<file path="src/rtl/proximity_monitor.sv">
// proximity_monitor: periodic ultrasonic ranging controller with cm conversion, 4-tap average and hysteretic near flag
//
// Ports:
//   CLOCK_50        in   50 MHz clock, all logic on the rising edge
//   rst_n           in   asynchronous active-low reset
//   enable_i        in   high permits new measurements
//   sensor_ready_i  in   sensor idle/done indication
//   distance_raw_i  in   echo-high cycle count, valid while sensor_ready_i high after completion
//   measure_o       out  one-cycle start request to the sensor
//   dist_cm_o       out  latest converted distance in cm
//   avg_cm_o        out  4-sample moving average in cm
//   dist_valid_o    out  one-cycle pulse when dist/avg/near update
//   near_o          out  hysteretic proximity flag
//   timeout_err_o   out  sticky echo-timeout flag
module proximity_monitor #(
    parameter int MEAS_PERIOD   = 3_000_000,
    parameter int CYCLES_PER_CM = 2900,
    parameter int TIMEOUT       = 1_500_000,
    parameter int NEAR_CM       = 20,
    parameter int HYST_CM       = 5
) (
    input  logic        CLOCK_50,
    input  logic        rst_n,
    input  logic        enable_i,
    input  logic        sensor_ready_i,
    input  logic [21:0] distance_raw_i,
    output logic        measure_o,
    output logic [9:0]  dist_cm_o,
    output logic [9:0]  avg_cm_o,
    output logic        dist_valid_o,
    output logic        near_o,
    output logic        timeout_err_o
);
    localparam int PW = $clog2(MEAS_PERIOD + 1);
    localparam int TW = $clog2(TIMEOUT + 1);
    localparam logic [PW-1:0] PER_LAST = PW'(MEAS_PERIOD - 1);
    localparam logic [TW-1:0] TO_MAX   = TW'(TIMEOUT);
    localparam logic [21:0]   CPC      = 22'(CYCLES_PER_CM);
    localparam logic [9:0]    NEAR_SET = 10'(NEAR_CM);
    localparam logic [9:0]    NEAR_CLR = 10'(NEAR_CM + HYST_CM);
    localparam logic [9:0]    QUO_MAX  = 10'd1023;

    typedef enum logic [2:0] {IDLE, START, WAIT_BUSY, WAIT_DONE, CONVERT, FILTER} state_t;

    state_t          state_q, state_d;
    logic [PW-1:0]   per_q, per_d;
    logic [TW-1:0]   to_q, to_d;
    logic [21:0]     rem_q, rem_d;
    logic [9:0]      quo_q, quo_d;
    logic [3:0][9:0] hist_q, hist_d;
    logic            first_q, first_d;
    logic            pub_q, pub_d;
    logic [9:0]      dist_q, dist_d;
    logic [9:0]      avg_q, avg_d;
    logic            valid_q, valid_d;
    logic            near_q, near_d;
    logic            err_q, err_d;
    logic            go;
    logic            waiting;
    logic [11:0]     sum;
    logic [9:0]      avg_new;

    assign go      = enable_i && sensor_ready_i && per_q == PER_LAST;
    assign waiting = state_q == WAIT_BUSY || state_q == WAIT_DONE;
    assign sum     = 12'(hist_q[0]) + 12'(hist_q[1]) + 12'(hist_q[2]) + 12'(hist_q[3]);
    assign avg_new = 10'(sum >> 2);

    always_ff @(posedge CLOCK_50 or negedge rst_n) begin
        if (!rst_n) state_q <= IDLE;
        else        state_q <= state_d;
    end

    always_comb begin
        state_d = state_q;
        per_d   = per_q;
        to_d    = to_q;
        rem_d   = rem_q;
        quo_d   = quo_q;
        hist_d  = hist_q;
        first_d = first_q;
        pub_d   = 1'b0;
        valid_d = pub_q;
        dist_d  = dist_q;
        avg_d   = avg_q;
        near_d  = near_q;
        err_d   = err_q;
        // Counter reads 0 in the START cycle so successive pulses are exactly MEAS_PERIOD apart
        if (!enable_i || (state_q == IDLE && go)) per_d = '0;
        else if (per_q != PER_LAST)               per_d = per_q + 1'b1;
        if (waiting && to_q != TO_MAX) to_d = to_q + 1'b1;
        if (to_q == TO_MAX) err_d = 1'b1;
        case (state_q)
            IDLE:      state_d = go ? START : IDLE;
            START: begin
                state_d = WAIT_BUSY;
                to_d    = '0;
            end
            WAIT_BUSY: state_d = sensor_ready_i ? WAIT_BUSY : WAIT_DONE;
            WAIT_DONE: if (sensor_ready_i) begin
                // A sample that completes after the timeout is dropped
                state_d = to_q == TO_MAX ? IDLE : CONVERT;
                rem_d   = distance_raw_i;
                quo_d   = '0;
            end
            CONVERT: if (rem_q >= CPC && quo_q != QUO_MAX) begin
                rem_d = rem_q - CPC;
                quo_d = quo_q + 1'b1;
            end else begin
                state_d = FILTER;
            end
            FILTER: begin
                hist_d  = first_q ? {4{quo_q}} : {hist_q[2:0], quo_q};
                first_d = 1'b0;
                pub_d   = 1'b1;
                state_d = IDLE;
            end
            default:   state_d = IDLE;
        endcase
        // Publish stage: outputs follow the history registered in FILTER
        if (pub_q) begin
            dist_d = hist_q[0];
            avg_d  = avg_new;
            near_d = avg_new < NEAR_SET ? 1'b1 : avg_new >= NEAR_CLR ? 1'b0 : near_q;
            err_d  = 1'b0;
        end
    end

    always_ff @(posedge CLOCK_50 or negedge rst_n) begin
        if (!rst_n) begin
            per_q   <= '0;
            to_q    <= '0;
            rem_q   <= '0;
            quo_q   <= '0;
            hist_q  <= '0;
            first_q <= 1'b1;
            pub_q   <= 1'b0;
            dist_q  <= '0;
            avg_q   <= '0;
            valid_q <= 1'b0;
            near_q  <= 1'b0;
            err_q   <= 1'b0;
        end else begin
            per_q   <= per_d;
            to_q    <= to_d;
            rem_q   <= rem_d;
            quo_q   <= quo_d;
            hist_q  <= hist_d;
            first_q <= first_d;
            pub_q   <= pub_d;
            dist_q  <= dist_d;
            avg_q   <= avg_d;
            valid_q <= valid_d;
            near_q  <= near_d;
            err_q   <= err_d;
        end
    end

    assign measure_o     = state_q == START;
    assign dist_cm_o     = dist_q;
    assign avg_cm_o      = avg_q;
    assign dist_valid_o  = valid_q;
    assign near_o        = near_q;
    assign timeout_err_o = err_q;
endmodule

</file>
<file path="config.mk">
export PLATFORM = sky130hd
export DESIGN_NAME = proximity_monitor
export DESIGN_NICKNAME = d
export VERILOG_FILES = /design/src/rtl/proximity_monitor.sv
export SDC_FILE = /design/constraint.sdc
export NUM_CORES = 1
export LEC_CHECK = 0
export BUFFER_PORTS_ARGS = -buffer_cell sky130_fd_sc_hd__buf_2
export CORE_ASPECT_RATIO = 1.5
export CORE_MARGIN = 2
export CORE_UTILIZATION = 49
export CTS_CLUSTER_DIAMETER = 50
export DETAILED_ROUTE_END_ITERATION = 8
export PLACE_DENSITY = 0.78
export REMOVE_ABC_BUFFERS = 1
export SYNTH_ARGS = -nofsm -noshare
export SYNTH_HDL_FRONTEND = slang
export SYNTH_SLANG_ARGS = --single-unit
</file>
<file path="constraint.sdc">
create_clock -name CLOCK_50 -period 3.48 [get_ports CLOCK_50]
set_input_delay 0.696 -clock CLOCK_50 [delete_from_list [all_inputs] [get_ports CLOCK_50]]
set_output_delay 0.696 -clock CLOCK_50 [all_outputs]
set_load 0.005 [all_outputs]
</file>
# Word level (Yosys, flattened, before mapping)

Cells that the tools add are included.

Flip-flop bits (word level): 143
Bits of input ports: 26
Output and inout port bits: 24
Word-level logic and storage cells: 78

$add $sub $neg: 7
Order comparisons: 3
Equality and inequality tests: 13
Muxes and demuxes: 22
Reduce and logical (&&, ||, !) cells: 17

Operators by type and width:

| operator                                                                | count |
|---|---|
| 22-bit 2-to-1 mux                                                       | 4 |
| 22-bit one-hot mux with 2 select lines                                  | 1 |
| 21-bit 2-to-1 mux                                                       | 2 |
| 40-bit 2-to-1 mux                                                       | 1 |
| 22-bit by 1-bit adder with 22-bit output, second input constant         | 1 |
| 22-bit equality test, second input constant                             | 1 |
| 22-bit by 12-bit >= comparator with 1-bit output, second input constant | 1 |
| 22-bit != test, second input constant                                   | 1 |
| 22-bit by 12-bit subtractor with 22-bit output, second input constant   | 1 |
| 21-bit by 1-bit adder with 21-bit output, second input constant         | 1 |
| 21-bit equality test, second input constant                             | 1 |
| 21-bit != test, second input constant                                   | 1 |
| 10-bit 2-to-1 mux                                                       | 2 |
| 10-bit one-hot mux with 2 select lines                                  | 1 |
| 3-bit one-hot mux with 5 select lines                                   | 1 |
| 11-bit by 10-bit adder with 12-bit output                               | 1 |
| 12-bit by 10-bit adder with 12-bit output                               | 1 |
| 10-bit by 10-bit adder with 11-bit output                               | 1 |
| 10-bit by 1-bit adder with 10-bit output, second input constant         | 1 |
| 10-bit by 5-bit >= comparator with 1-bit output, second input constant  | 1 |
| 10-bit by 5-bit < comparator with 1-bit output, second input constant   | 1 |
| 10-bit != test, second input constant                                   | 1 |
| 2-bit nonzero test                                                      | 5 |
| 3-bit 2-to-1 mux                                                        | 3 |
| 11 further kinds                                                        | 27 |

# Logic depth before layout (Yosys ltp)

Depth in word-level cells: 6
Gate-level depth with buffers: 13
Depth with buffers taken out: 13

# Least setup slack after synthesis

No wires, ideal clock.

Kind: register to register
Start: register hist_q[3] (netlist name)
End: register near_q, in the netlist near_o
Setup time: 0.066 ns
Arrival time: 3.203 ns
Data required time: 3.414 ns
Path slack: 0.211 ns
Cell stages (with the launch flop): 13
Buffers on the path: 0
Clock period less this slack: 3.269 ns
Cells stage by stage: dfrtp_1 inv_1 fa_1 fa_1 inv_1 ha_1 or3_1 a31o_2 a21oi_1 o21ai_0 xor2_1 o41ai_1 o211a_1

Word-level cells in the longest chain between the ends: 6
Elaborated cells between the ends (all ways): 8
Those cells by class: add/sub (3); order compare (2); mux (1); reduce/logical (2)

RTL lines:

| item                                                                                                                     | line | RTL |
|---|---|---|
| start: declaration                                                                                                       | 50   | `logic [3:0][9:0] hist_q, hist_d;` |
| start signal: assignment                                                                                                 | 147  | `hist_q <= hist_d;` |
| 10-bit by 10-bit adder with 11-bit output (*)                                                                            | 65   | `assign sum = 12'(hist_q[0]) + 12'(hist_q[1]) + 12'(hist_q[2]) + 12'(hist_q[3]);` |
| 11-bit by 10-bit adder with 12-bit output (*)                                                                            | 65   |  |
| 12-bit by 10-bit adder with 12-bit output (*)                                                                            | 65   |  |
| 10-bit by 5-bit < comparator with 1-bit output / 10-bit by 5-bit >= comparator with 1-bit output (equally long branches) | 123  | `near_d = avg_new < NEAR_SET ? 1'b1 : avg_new >= NEAR_CLR ? 1'b0 : near_q;` |
| 2-bit nonzero test (no line)                                                                                             | --   |  |
| 2-bit AND reduction (no line)                                                                                            | --   |  |
| end signal: assignment                                                                                                   | 153  | `near_q <= near_d;` |
| end: declaration                                                                                                         | 56   | `logic near_q, near_d;` |

Mark *: on every way between the ends. The rest lies on a longest branch, timed or not.
A chain may end at the register's enable or synchronous reset.

# Worst setup path after layout

Start: register hist_q[21] (netlist name)
End: register near_q, in the netlist near_o

Word-level cells in the longest chain between the ends: 5
Elaborated cells between the ends (all ways): 7
Those cells by class: add/sub (2); order compare (2); mux (1); reduce/logical (2)

RTL lines:

| item                                                                                                                     | line |
|---|---|
| 11-bit by 10-bit adder with 12-bit output (*)                                                                            | 65 |
| 12-bit by 10-bit adder with 12-bit output (*)                                                                            | 65 |
| 10-bit by 5-bit < comparator with 1-bit output / 10-bit by 5-bit >= comparator with 1-bit output (equally long branches) | 123 |
| 2-bit nonzero test (no line)                                                                                             | -- |
| 2-bit AND reduction (no line)                                                                                            | -- |

Marks and branches as above.

==> reports/metrics.csv <==
stage,metric,value,unit
synth,yosys.area.top_type_share,44.8,%
sta,finalCritPeriodShare,97.1,%
finish,postLayoutCellArea,9090,um2
sta,fin_ws,0.100,ns
placement,place_area,8410,um2
routing,drt_iter0_drc,300,
placement,dp_cells,1057,
placement,finalWeightedCongestion,0.890,
finish,area_delta_synth_final,14.7,%
routing,ant_nets,0,
setup_path,cpPeakStageDelay,0.55,ns
synth,synth_edf_count,0,
clock_network,cts_buffers,17,
synth,synthArstFlopShare,100,%
setup_path,endpoint_kind,register,
clock_network,cts_tree,done,
synth,yosys_register_bits,143,
routing,wl,16900,um
power,p_per_area,739,nW/um2
setup_path,rrSetupSlack,0.10,ns
routing,viasPerCell,5.53,
floorplan,io-pin-count,50,
clock_network,htree_levels,4,
sta,finalHoldViolCount,0,
setup_path,crit_chain,"inv_2, fa_1, fa_1, nor2_2, nand2_2, fa_2, nand2b_4, a21oi_4, o21a_1, o21ai_2, a21o_1, o41ai_2, o211a_1",
synth,synthesis.instances,822,
setup_path,crit_top_cell,fa_1,
grt,grt_pass1_vias,6227,
setup_path,critical_path_class,reg -> reg,
clock_network,clk_latency,0.42,ns
setup_path,startpoint_type,register,
outcome,status,"finished, final reports clean",
setup_path,cp_max_fo,3,
synth,syn_avg_cell_area,9.65,um2
sta,fmax,0.296,GHz
routing,drt_first_pass_iters,4,
grt,grt_max_degree,70,
routing,wl_per_cell,15.5,um
grt,overflow,0,
routing,num_vias,6019,
placement,dpl.hpwl,11700,um
floorplan,chipWidth,108,um
synth,ys_top_cells_by_count,"142 x dfrtp_1, 90 x nor2_1, 80 x nand2_1",
synth,ys_seq_area_share,45.1,%
sta,period_needed,3.38,ns
synth,synth_flop_cell,dfrtp_1,
run,timing.max_cap.violations,0,
finish,diodes,0,
sta,max_slew_margin,25.7,%
floorplan,core,16000,um2
power,finalPower,6.72,mW
worst_hold_path,hold_class,in -> async,
floorplan,die_area,17200,um2
floorplan,rows,57,
clock_network,clockRootBuffer,clkbuf_16,
grt,grt_usage,21.0,%
finish,fin_util,56.7,%
sta,setup_violations,0,
synth,ys_top_cells_by_area,"dfrtp_1 45%, fa_1 5.0%, nor2_1 4.3%",
grt,grt_pass1_wl,29100,um
setup_path,slowest_stage,fa_1,
finish,drive_above_1_share,17.0,%
grt,antenna_found_initial,0,
floorplan,dieHeight,160,um
setup_path,path_delay_family,adder cells,
synth,yosysMostFrequentCell,dfrtp_1,
floorplan,start_util,49.4,%
routing,drcViolationCount,0,
clock_network,clk_pin_slew_worst_paths,0.06,ns
placement,dp_slack,-0.00132,ns
synth,synthesis.area,7930,um2
setup_path,critical_path_buf_inv_count,1,
synth,ys_warn_count,0,
finish,fin_nets,932,
power,peakVddDrop,0.000330,V
sta,worst_hold_slack,0.201,ns
synth,yosysTopAreaCell,dfrtp_1,
finish,fin_cells,1089,
synth,synth_cell_types,70,
sta,grt_setup_unrepaired,true,
clock_network,cts.sinks,143,
setup_path,required,3.84,ns
placement,portBuffers,49,
sta,fin_tns_setup,0,ns
power,p_leak,4.03,nW
setup_path,cp.arrival,3.74,ns
clock_network,cts_buffer_depth,2,
sta,tightest_slew,1.11,ns
sta,slew_violations,0,
sta,skew,0.0110,ns
==> state kept, by name (all words and copies together) (netlist names), 3 cells and up <==
signal and count:
per_q 22, avg_cm_o 10, hist_q 40, dist_cm_o 10, state_q 3, rem_q 22
to_q 21, quo_q 10
==> layout make-up <==
type	instances	area, um2
fillers	1372	6950
repair buffers	66	392
clock inverters	12	168
flip-flops and latches	143	3580
multi-input cells	574	4000
well taps	206	258
inverters	69	259
clock buffers	19	443
==> logic make-up (layout without fill, tap and decap cells) <==
family	after synthesis	in the layout	synth area share [%]
mux	54	54	7.15
simple gates	283	283	17.3
xor+xnor	46	46	5.08
buf+inv	105	166	5.35
flops	143	143	45.1
fa+ha+maj	35	35	7.41
compound gates	156	156	12.6
==> layer usage <==
metal / track usage [%] / vias up / wire [um]
li1: - / 2910 / -
met4: 7.58 / 0 / 351
met5: 0 / - / 0
met1: 24.8 / 2965 / 6890
met2: 37.5 / 115 / 9160
met3: 4.04 / 29 / 502
==> cell usage in the layout, fill, tap and decap left out, types with 3 or more instances in the layout <==
cell type / synthesis / layout
inv_2: 1 / 3
mux2_2: 21 / 21
a21o_1: 3 / 3
bufinv_16: 0 / 4
mux2i_1: 33 / 33
and3_1: 12 / 12
fa_1: 20 / 18
xor2_1: 27 / 27
clkinvlp_4: 0 / 3
o21bai_1: 3 / 3
a31oi_1: 9 / 9
a22oi_1: 5 / 5
dfrtp_1: 142 / 142
and4_1: 4 / 4
nand4_1: 14 / 14
nor2b_1: 8 / 8
clkbuf_16: 0 / 17
and2_1: 5 / 5
buf_4: 0 / 16
or3_1: 9 / 9
buf_2: 0 / 48
o21ai_0: 57 / 55
o21ai_1: 12 / 12
nor3_1: 12 / 12
nand2_1: 80 / 79
clkinv_2: 0 / 5
o22ai_1: 3 / 3
a31o_2: 3 / 3
nor2_1: 90 / 88
inv_1: 68 / 66
or4_1: 3 / 3
ha_1: 15 / 14
o221a_1: 3 / 3
xnor2_1: 19 / 19
nand2b_1: 4 / 3
nand3_1: 24 / 24
o2bb2ai_1: 4 / 4
a21oi_1: 30 / 28
==> repair_timing <==
action                     CTS  global route
hold buffers                 0             0
pin swaps                    1            11
setup buffers                0             1
gates cloned                 0             0
setup endpoints to repair    1             2
resized for setup            2            17
==> worst paths after layout <==
check | endpoint | cells after the start | start
worst max-delay path | near_o | 13 | hist_q[21]
worst min-delay path | dist_cm_o[0] | 1 | rst_n
worst max register to register | near_o | 13 | hist_q[21]
worst min register to register | rem_q[0] | 2 | rem_q[0]
max in group asynchronous | hist_q[19] | 2 | rst_n
min in group CLOCK_50 | rem_q[0] | 2 | rem_q[0]
==> report_power, final <==
group | switching (mW) | internal, mW | leakage, nW
logic | 1.28 | 0.986 | 1.83
registers | 0.462 | 2.08 | 1.91
clock network | 0.707 | 1.21 | 0.294
total | 2.45 | 4.28 | 4.03
Note: power is estimated with default switching activity, not from simulation.
